==> src/rtl/ula_pkg.sv <==
// rtl/ula_pkg.sv - shared ALU control constants (ALU codes, ALU-op classes, funct values)
package ula_pkg;

    localparam logic [2:0] ULA_AND = 3'b000;
    localparam logic [2:0] ULA_OR  = 3'b001;
    localparam logic [2:0] ULA_ADD = 3'b010;
    localparam logic [2:0] ULA_NOR = 3'b100;
    localparam logic [2:0] ULA_SUB = 3'b110;
    localparam logic [2:0] ULA_SLT = 3'b111;

    localparam logic [1:0] ALUOP_MEM    = 2'b00;
    localparam logic [1:0] ALUOP_BRANCH = 2'b01;
    localparam logic [1:0] ALUOP_RTYPE  = 2'b10;
    localparam logic [1:0] ALUOP_ORI    = 2'b11;

    localparam logic [3:0] FN_ADD = 4'b0000;
    localparam logic [3:0] FN_SUB = 4'b0010;
    localparam logic [3:0] FN_AND = 4'b0100;
    localparam logic [3:0] FN_OR  = 4'b0101;
    localparam logic [3:0] FN_NOR = 4'b0111;
    localparam logic [3:0] FN_JR  = 4'b1000;
    localparam logic [3:0] FN_SLT = 4'b1010;

endpackage

==> src/rtl/controle_ula_dec.sv <==
// rtl/controle_ula_dec.sv - combinational ALU control decode; nor support under ULA_NOR_EN
module controle_ula_dec
    import ula_pkg::*;
(
    input  logic [1:0] ula_opcode_i,
    input  logic [3:0] funcao_i,
    output logic [2:0] ula_control_o,
    output logic       controle_jr_o
);

    always_comb begin
        ula_control_o = ULA_ADD;
        controle_jr_o = 1'b0;
        case (ula_opcode_i)
            ALUOP_MEM:    ula_control_o = ULA_ADD;
            ALUOP_BRANCH: ula_control_o = ULA_SUB;
            ALUOP_ORI:    ula_control_o = ULA_OR;
            default: begin
                // R-type: unknown funct codes fall back to add so no X ever escapes
                case (funcao_i)
                    FN_ADD: ula_control_o = ULA_ADD;
                    FN_SUB: ula_control_o = ULA_SUB;
                    FN_AND: ula_control_o = ULA_AND;
                    FN_OR:  ula_control_o = ULA_OR;
                    FN_SLT: ula_control_o = ULA_SLT;
                    FN_JR: begin
                        ula_control_o = ULA_ADD;
                        controle_jr_o = 1'b1;
                    end
`ifdef ULA_NOR_EN
                    FN_NOR: ula_control_o = ULA_NOR;
`endif
                    default: ula_control_o = ULA_ADD;
                endcase
            end
        endcase
    end

endmodule

==> src/rtl/controle_ula.sv <==
// rtl/controle_ula.sv - registered ALU control decoder top; ULA_NOR_EN enables nor decode
module controle_ula
    import ula_pkg::*;
(
    input  logic       clock,
    input  logic       reset_n,
    input  logic [1:0] ula_opcode,
    input  logic [3:0] funcao,
    output logic       controle_jr,
    output logic [2:0] ula_control
);

    logic [2:0] ula_control_d;
    logic [2:0] ula_control_q;
    logic       controle_jr_d;
    logic       controle_jr_q;

    controle_ula_dec u_dec (
        .ula_opcode_i  (ula_opcode),
        .funcao_i      (funcao),
        .ula_control_o (ula_control_d),
        .controle_jr_o (controle_jr_d)
    );

    // Reset value is add so the ALU does something harmless while held in reset
    always_ff @(posedge clock or negedge reset_n) begin
        if (!reset_n) begin
            ula_control_q <= ULA_ADD;
            controle_jr_q <= 1'b0;
        end else begin
            ula_control_q <= ula_control_d;
            controle_jr_q <= controle_jr_d;
        end
    end

    assign ula_control = ula_control_q;
    assign controle_jr = controle_jr_q;

endmodule

==> config.mk <==
export PLATFORM = sky130hd
export DESIGN_NAME = controle_ula
export DESIGN_NICKNAME = d
export VERILOG_FILES = /design/src/rtl/ula_pkg.sv /design/src/rtl/controle_ula_dec.sv /design/src/rtl/controle_ula.sv
export SDC_FILE = /design/constraint.sdc
export NUM_CORES = 1
export LEC_CHECK = 0
export ABC_AREA = 0
export CELL_PAD_IN_SITES_DETAIL_PLACEMENT = 1
export CELL_PAD_IN_SITES_GLOBAL_PLACEMENT = 1
export CORE_AREA = 4 4 41 43
export DETAILED_ROUTE_END_ITERATION = 8
export DIE_AREA = 0 0 45 47
export PLACE_DENSITY_LB_ADDON = 0.15
export SLEW_MARGIN = 20
export SYNTH_ARGS = -nofsm -noshare
export SYNTH_HDL_FRONTEND = slang
export SYNTH_SLANG_ARGS = --single-unit
==> constraint.sdc <==
create_clock -name clock -period 0.8 [get_ports clock]
set_input_delay 0.24 -clock clock [delete_from_list [all_inputs] [get_ports clock]]
set_output_delay 0.24 -clock clock [all_outputs]
set_load 0.02 [all_outputs]
==> flow_summary.yaml <==
floorplanning:
  die_h_microns: 47
  top_level_ports: 12
  die_area_sq_mm: 0.00212
  dieWidth_microns: 45
  core.rowCount: 13
  core_area_sq_mm: 0.00130
  start_util: 0.141
clock_network:
  path_clk_slew_ps: 40
  h-tree-depth: 1
  cts_sinks: 4
  postCtsSetupBuffers: 0
  cts.root.buffer_cell: "clkbuf_4"
  tritoncts: "yes"
  clk_path_buf_depth: 2
  cts_buffers: 3
routing:
  final_antenna_net_count: 0
  initialDrtViolationCount: 0
  vias: 182
  routed_wirelength_microns: 529
  avgRoutedWirePerCell_microns: 11.3
  firstDrtPassIters: 1
  vias_per_cell: 3.87
  drc_errors: 0
place:
  placedCellCount: 43
  globalplace.congestion: 0.714
  dp_slack_ps: -558
  place_area_sq_um: 343
  port_buffers: 11
synth:
  synth_top_area_share: 0.408
  synth_common_cells: "dfrtp_1 (3), and4bb_1 (2)"
  synth_area_leaders: "dfrtp_1 (41%), dfstp_2 (14%), and4bb_1 (14%), nor4b_2 (8.2%), a22o_1 (4.8%)"
  yosysWarnings: 0
  synth-edff-count: 0
  yosysTopAreaCell: "dfrtp_1"
  yosys.cell_types.count: 10
  syn_area_sq_um: 184
  syn_nets: 21
  synth_cells: 13
  avgSynthCellArea_sq_um: 14.1
  synthFlopType: "dfrtp_1"
  async_flop_share: 1.00
  yosys_register_bits: 4
  yosysMostFrequentCell: "dfrtp_1"
  synth_seq_area_share: 0.551
global_route:
  antenna_found_initial: 0
  gr-usage-all-layers: 0.0594
  overflow: 0
  grt_max_degree: 5
  grt_pass1_vias: 229
  grt_pass1_wl_microns: 807
power_and_ir_drop:
  ir_drop_v: 0.000418
  power_density_mw_per_mm2: 1670
  leakagePower_uw: 0.000179
  total_power_uw: 597
critical_path:
  crit_slowest_cell: "dfstp_2"
  path_delay_family: "flip-flops"
  crit_path_max_fanout: 1
  end_kind: "primary output"
  cp.buffers_inverters: 1
  crit_chain: "buf_6"
  cp-start-kind: "register"
  slowest_delay_ps: 520
  arrival_ps: 850
  critPathKind: "register to primary output"
  crit_required_ps: 560
layout:
  final-seq-area_sq_um: 101
  drive_gt1_frac: 0.563
  n_antenna_cell: 0
  multi_input_area_sq_um: 87.6
  nets: 41
  design_area_sq_um: 357
  fillers: 153
  area_delta_synth_final_pct: 93.9
  layout.cells.non_filler: 47
run:
  drv_cap: 0
timing:
  post-route-period-util: 1.37
  slew_headroom: 0.838
  setup_slack_ps: -294
  worstMarginPinSlew_ps: 242
  hold_viol_final: 0
  period_minus_slack_ps: 1090
  drv_slew: 0
  setup_viol: 4
  rsz0062_at_grt: "yes"
  fmax_ghz: 0.914
hold_path:
  hp-class: "primary input to asynchronous set/reset pin"
outcome:
  status: "finished with violations"
  violations: "setup timing"
[cells in the final DEF (no fill, tap or decap)]
| cell | n |
|---|---|
| dfstp_2 | 1 |
| clkbuf_1 | 1 |
| buf_4 | 4 |
| dfrtp_1 | 3 |
| o31a_1 | 1 |
| inv_1 | 1 |
| a22o_1 | 1 |
| and4bb_1 | 2 |
| dlygate4sd2_1 | 1 |
| clkbuf_2 | 3 |
| o21ai_0 | 1 |
| nor4b_4 | 1 |
| buf_6 | 4 |
| clkdlybuf4s50_1 | 1 |
| clkbuf_4 | 3 |
| buf_2 | 2 |
| and3b_1 | 1 |
| nor3b_1 | 1 |
[registers in the layout, summed over array words and instances, names as in the netlist]
name	flops
ula_control	3
controle_jr	1
[what timing repair did]
action	CTS	global route
hold endpoints to repair	0	0
gates resized for setup	37	6
hold buffers	0	0
pin swaps	2	4
setup endpoints to repair	8	8
[final timing paths]
kind	startpoint	end	slack, ps	cells after the start
min in group clock	ula_opcode[0]	ula_control[0]	340	2
min	reset_n	controle_jr	200	1
max	ula_control[1]	ula_control[1]	-290	1
max in group asynchronous	reset_n	ula_control[1]	360	1
[metrics by stage]
stage	util	hold WS (ps)	setup TNS [ps]
6_report	0.274	204	-782
4_1_cts	0.283	196	-843
3_5_place_dp	0.263	449	-3460
3_3_place_gp	0.263	450	-3430
2_1_floorplan	-	-55.6	-3.40
5_1_grt	0.274	210	-896
[layout make-up]
| class | count | share of cell area |
|---|---|---|
| Clock buffer | 4 | 0.0737 |
| Timing Repair Buffer | 15 | 0.333 |
| Multi-Input combinational cell | 8 | 0.246 |
| Tap cell | 15 | 0.0526 |
| Sequential cell | 4 | 0.284 |
| Inverter | 1 | 0.0105 |
[power breakdown]
group / internal (uW) / switching [uW]
Combinational: 61.8 / 47.2
Sequential: 216 / 4.23
Clock: 187 / 81.3
[routing by layer]
metal	track usage	vias up	part of all wire
met2	0.107	12	0.54
met1	0.0413	82	0.30
li1	-	88	-
met5	0	-	0
met4	0.0702	0	0
met3	0.0268	0	0.16
[kinds of logic after synthesis]
kind of cell	after synthesis	share of synthesized area
AND/OR/NAND/NOR	5	0.306
buffers and inverters	1	0.0204
flip-flops	4	0.551
AO/OA/AOI/OAI	3	0.122
Power figures use the tool's default switching activity.
